$ cat config.mk
export PLATFORM = sky130hd
export DESIGN_NAME = mdc_delay_commutator
export DESIGN_NICKNAME = d
export VERILOG_FILES = /design/src/rtl/mdc_delay_commutator.sv
export SDC_FILE = /design/constraint.sdc
export NUM_CORES = 1
export LEC_CHECK = 0
export CAP_MARGIN = 40
export CORE_MARGIN = 2
export CORE_UTILIZATION = 40
export CTS_CLUSTER_DIAMETER = 100
export DETAILED_ROUTE_END_ITERATION = 8
export MAX_ROUTING_LAYER = met4
export SKIP_LAST_GASP = 1
export SYNTH_ARGS = -nofsm -noshare
export SYNTH_HDL_FRONTEND = slang
export SYNTH_SLANG_ARGS = --single-unit
$ cat constraint.sdc
create_clock -name clk -period 1.36 [get_ports clk]
set_input_delay 0.204 -clock clk [delete_from_list [all_inputs] [get_ports clk]]
set_output_delay 0.204 -clock clk [all_outputs]
set_load 0.005 [all_outputs]
$ cat src/rtl/mdc_delay_commutator.sv
// mdc_delay_commutator
// Reordering stage in front of each commutator switch of the dual-path
// pipelined IFFT. The lower path is delayed by DELAY samples. The two paths
// are then swapped or bypassed by a self-generated phase. The resulting upper
// path is delayed by another DELAY samples, so each output pair holds two
// samples that are DELAY apart. Data moves only on accepted samples.

module mdc_delay_commutator #(
  parameter int DELAY = 2,   // power of two, 1..16
  parameter int W     = 14   // component width, S4.9
) (
  input  logic         clk,
  input  logic         rst_n,
  input  logic         in_valid,
  input  logic         in_start,
  input  logic [W-1:0] UI_real,
  input  logic [W-1:0] UI_imag,
  input  logic [W-1:0] LI_real,
  input  logic [W-1:0] LI_imag,
  output logic         out_valid,
  output logic [W-1:0] UO_real,
  output logic [W-1:0] UO_imag,
  output logic [W-1:0] LO_real,
  output logic [W-1:0] LO_imag,
  output logic         phase
);

  // Bit of k that selects bypass/switch, and the widths of both counters.
  localparam int KB = $clog2(DELAY);
  localparam int KW = KB + 1;
  localparam int FW = $clog2(DELAY + 1);
  localparam logic [FW-1:0] FILL_MAX = FW'(DELAY);

  typedef struct packed {
    logic [W-1:0] re;
    logic [W-1:0] im;
  } cplx_t;

  cplx_t         lower_line [DELAY];
  cplx_t         upper_line [DELAY];
  cplx_t         uo_q;
  cplx_t         lo_q;
  logic [KW-1:0] k_q;
  logic [FW-1:0] fill_q;
  logic          out_valid_q;
  logic          phase_q;

  cplx_t         a_in;
  cplx_t         b_in;
  cplx_t         b_delayed;
  cplx_t         u_path;
  cplx_t         l_path;
  logic [KW-1:0] k_cur;
  logic [FW-1:0] fill_cur;
  logic          phase_cur;

  // Index, fill level and swap phase of the sample on the inputs this cycle;
  // in_start rebases the frame so this very sample is k=0.
  always_comb begin
    // NOTE: every always_comb output gets a default first so no path can leave it unassigned and infer a latch.
    a_in      = '{re: UI_real, im: UI_imag};
    b_in      = '{re: LI_real, im: LI_imag};
    b_delayed = lower_line[DELAY-1];
    k_cur     = k_q;
    fill_cur  = fill_q;
    if (in_start) begin
      k_cur    = '0;
      fill_cur = '0;
    end
    phase_cur = ~k_cur[KB];
    u_path    = b_delayed;
    l_path    = a_in;
    if (phase_cur) begin
      u_path = a_in;
      l_path = b_delayed;
    end
  end

  // Counters, phase and output registers; everything advances only on accept.
  always_ff @(posedge clk or negedge rst_n) begin
    if (!rst_n) begin
      k_q         <= '0;
      fill_q      <= '0;
      phase_q     <= 1'b1;
      out_valid_q <= 1'b0;
      uo_q        <= '0;
      lo_q        <= '0;
    end else begin
      // NOTE: sequential state uses non-blocking assignments so every register samples pre-edge values.
      out_valid_q <= 1'b0;
      if (in_valid) begin
        k_q         <= k_cur + 1'b1;
        fill_q      <= (fill_cur == FILL_MAX) ? FILL_MAX : fill_cur + 1'b1;
        phase_q     <= phase_cur;
        out_valid_q <= (fill_cur == FILL_MAX);
        uo_q        <= upper_line[DELAY-1];
        lo_q        <= l_path;
      end
    end
  end

  // Lower and upper delay lines, shifting one place per accepted sample.
  always_ff @(posedge clk or negedge rst_n) begin
    if (!rst_n) begin
      // NOTE: the delay lines are small flop arrays that must read as zero after reset, so they are cleared explicitly.
      for (int i = 0; i < DELAY; i++) begin
        lower_line[i] <= '0;
        upper_line[i] <= '0;
      end
    end else if (in_valid) begin
      lower_line[0] <= b_in;
      upper_line[0] <= u_path;
      for (int i = 1; i < DELAY; i++) begin
        lower_line[i] <= lower_line[i-1];
        upper_line[i] <= upper_line[i-1];
      end
    end
  end

  assign out_valid = out_valid_q;
  assign phase     = phase_q;
  assign UO_real   = uo_q.re;
  assign UO_imag   = uo_q.im;
  assign LO_real   = lo_q.re;
  assign LO_imag   = lo_q.im;

endmodule
# [Yosys cells after proc, flatten, opt, wreduce, memory -nomap -nowiden]
# Index checks and enable logic that the tools add are counted.
[totals] memories=0 rom_bits=0 ram_bits=0 regBits=174 out_inout_bits=58 word_cells=26 latch_bits=0
[classes] n_addsub=2 n_mux=6 n_bitwise=1 n_mul=0 magnitude_cmp=0 reduce_logical=0 div=0 n_eq_ne=1 n_shift=0
[op_table] cell="2-to-1 mux 28 bit" n=2
[op_table] cell="2-to-1 mux 2 bit" n=3
[op_table] cell="adder 2 x 1 -> 2 bit (second input constant)" n=2
[op_table] cell="equality test 2 bit (second input constant)" n=1
[op_table] cell="2-to-1 mux 1 bit" n=1
[op_table] cell="NOT 1 bit" n=1

# [Longest topological paths before layout]
[logic_depth] ltp_word=3 ltp_mapped=5

# [Least setup slack after synthesis]
# No wires, ideal clock.
[synth_path] kind="input to register" start="input port in_start" end="register fill_q[1]" setup_slack_ps=212 setup_time_ps=125 path_stages=4 arrival_time_ps=1023 path_buffers=1 cell_sequence="clkbuf_1 nand2b_1 ha_1 mux2_2"
[synth_via] elab_chain_cells=3 elab_cells_between_ends=4 cone_classes="1 x add/sub; 1 x eq/ne; 2 x mux"
[synth_lines] item="start, declared" line="15" source="input logic in_start,"
[synth_lines] item="2-to-1 mux 2 bit (*)" line="66" source="if (in_start) begin"
[synth_lines] item="adder 2 x 1 -> 2 bit or equality test 2 bit (tied branches)" line="93" source="fill_q <= (fill_cur == FILL_MAX) ? FILL_MAX : fill_cur + 1'b1;"
[synth_lines] item="2-to-1 mux 2 bit (*)" line="93"
[synth_lines] item="end signal, assigned" line="93"
[synth_lines] item="end, declared" line="44" source="logic [FW-1:0] fill_q;"
# Mark *: on every way between the ends. The rest lies on a longest branch, timed or not.
# A chain may end at the register's enable or synchronous reset.

# [Final worst setup path]
[layout_path] start="register uo_q, in the netlist UO_imag[1]" end="output port UO_imag[1]"
[layout_rtl] item="start, declared" line="41" source="cplx_t uo_q;"
[layout_rtl] item="start signal, assigned" line="96" source="uo_q <= upper_line[DELAY-1];"
[layout_rtl] item="end, declared" line="22" source="output logic [W-1:0] UO_imag,"
# No word-level cell between the ends.

==> results.cfg <==
[final_layout]
fin_nets = 762
syn_to_final_growth_pct = 26.9
final_cells = 947
drive_gt1_share_pct = 27.9
fin_area_um2 = 9760
antennaDiodeCount = 0
fillers = 1604
final_common_cell = dfrtp_1
final_cell_mix = dfrtp_1 (172), mux2_2 (65), inv_1 (59), dlygate4sd2_1 (57)

[power_and_ir_drop]
p_clk_share_pct = 32.9
leakage_nw = 4.45
p_comb_share_pct = 19.6
p_switching_mw = 3.78
p_int_mw = 10.2
p_per_area_nw_per_um2 = 1430
swShare_pct = 27.1
seqPwrFrac_pct = 47.5
peakVddDrop_mv = 0.886

[global_route]
grt_max_degree = 60
grt_pass1_wl_um = 26600
grt_use_total_pct = 17.1
grt-ovfl-total = 0
antenna_found_initial = 0
grt_pass1_vias = 5074

[sta]
max_clock_freq_mhz = 767
slew_headroom_pct = 73.0
setup_viol = 0
finalCriticalPeriod_ns = 1.30
finClkSkew_ns = 0.00767
tightest_slew_ns = 0.405
fin_crit_sh_pct = 95.9
finalHoldViolCount = 0
rsz0062_at_grt = no
slew_violations = 0

[placement]
io_buffers = 117
routabilityCongestion = 0.722
dpl_cell_area_um2 = 9200
post-dp-hpwl_um = 10300
dp_cells = 904

[setup_path]
crit_family = flip-flops
crit_buf_inv = 1
cp-end-kind = output pin
cp.required_ns = 1.16
crit_arrival_ns = 1.10
critPathMaxFanout = 2
r2r_cells = 3
slowest_delay_ns = 0.41
r2r_start = k_q[1]
start_kind = flip-flop
cp_cell_sequence = dlygate4sd2_1
crit_slowest_cell = dfrtp_1
reg2reg_slack_ns = 0.19
r2r-end = upper_line[41]
path_class = flip-flop to output pin

[cts]
cts_buffers = 17
cts.clk_slew.worst_paths_ns = 0.06
tritoncts = done
htreeDepth = 4
cts_sinks = 174
cts-root-buf = clkbuf_16
clockBufferDepth = 2
clk_latency_ns = 0.42

[routing]
drc = 0
wl_per_cell_um = 16.9
avgViaCountPerCell = 5.20
ant_nets = 0
dr_total_vias = 4926
drt_wl_total_um = 16000
drtIter0Drc = 275
drt_pass1_iterations = 4

[min_path]
holdPathEnd = LO_real[9]
hp-class = primary input to flip-flop
whs_path_depth = 3
holdCritStartpoint = in_valid

[synth]
synth_area_leaders = dfrtp_1 (56%), mux2_4 (9.6%), mux2_2 (9.5%)
avgSynthCellArea_um2 = 13.3
synth_cell_types = 22
ys_seq_area_share_pct = 56.6
synth_cells = 577
ys_warn_count = 0
ys_ff_latch = 174
netlist_area_um2 = 7700
syn_nets = 639
synth_top_cell_by_area = dfrtp_1
synth_top_area_share_pct = 56.3

[die]
die_x_um = 143
ios = 118
initial_utilization_pct = 41.0
die-area_um2 = 20400
die_y_um = 143
num_rows = 50
coreArea_um2 = 18800

[outcome]
status = completed

[flow_run]
cap_violations = 0
## per-stage QoR
| stage | total power, mW | setup WS (ns) | utilization [%] | TNS, ns | hold WS [ns] |
|---|---|---|---|---|---|
| final | 14.0 | 0.0559 | 52.0 | 0 | 0.199 |
| after global routing | 14.7 | 0.00770 | 52.0 | 0 | 0.191 |
| after CTS | 14.1 | -0.0467 | 52.0 | -0.0467 | 0.176 |
| after detailed placement | 9.68 | 0.147 | 49.0 | 0 | 0.0870 |
| after global placement | 9.57 | 0.146 | 49.0 | 0 | 0.0846 |
| after floorplan | 8.12 | 0.212 | - | 0 | -0.0916 |
## power by group through the flow
| stage | registers (mW) | clock network (mW) | logic (mW) |
|---|---|---|---|
| after detailed placement | 6.74 | 0 | 2.94 |
| after CTS | 6.64 | 4.69 | 2.79 |
| final | 6.63 | 4.59 | 2.74 |
| after global routing | 6.75 | 4.93 | 3.02 |
| after global placement | 6.71 | 0 | 2.87 |
| after floorplan | 6.61 | 0 | 1.51 |
## state kept, by name, indices dropped and copies added (netlist names), 14 cells and up
name,cells
lower_line,28
UO_imag,14
b_delayed,28
LO_imag,14
UO_real,14
LO_real,14
upper_line,56
## cells by family after synthesis
logic type      Yosys count  synth area share (%)
buf+inv                 109                  6.81
simple gates            119                  9.75
fa+ha+maj                 2                 0.325
flops                   174                  56.6
compound gates           59                  7.45
mux                     114                  19.1
## cell type report
cell class,count,area (µm²),share of cell area [%]
timing repair buffer,154,1510,15.5
sequential,174,4360,44.6
tap,234,293,3.00
multi-input combinational,294,2820,28.9
inverter,59,221,2.27
clock buffer,19,453,4.64
clock inverter,13,104,1.06
## what timing repair did
action	in CTS	in global routing
gates resized for setup	58	2
hold endpoints to repair	131	0
hold buffers	1	0
setup buffers	10	0
cloned	0	0
setup endpoints to repair	58	1
## routing by layer
layer | routed length (µm) | global-route usage [%]
met1 | 7820 | 23.5
met2 | 7440 | 25.7
met3 | 526 | 3.35
met4 | 191 | 5.47
met5 | 0 | -
## worst max path at each step
stage               start          end  slack, ns  cells after the start
3_3_place_gp        phase        phase       0.15                      1
5_1_grt        UO_imag[1]   UO_imag[1]      0.008                      1
3_5_place_dp     in_valid  UO_real[11]       0.15                      3
6_report       UO_imag[1]   UO_imag[1]       0.06                      1
4_1_cts             phase        phase      -0.05                      1
2_1_floorplan    in_start    fill_q[1]       0.21                      4
## cell usage after synthesis
cell type  count
dfrtp_1      173
mux2_2        65
inv_1         59
nand2_1       56
nand4b_1      56
mux2_4        49
o221ai_1      46
buf_2         32
o221ai_2      10
buf_6          8
clkbuf_1       6
buf_4          4
a21oi_1        2
ha_1           2
nand2b_1       2
a221o_1        1
and2_1         1
and3b_1        1
dfstp_2        1
nor2_1         1
nor2b_2        1
nor4bb_1       1
Note: power is estimated with default switching activity, not from simulation.
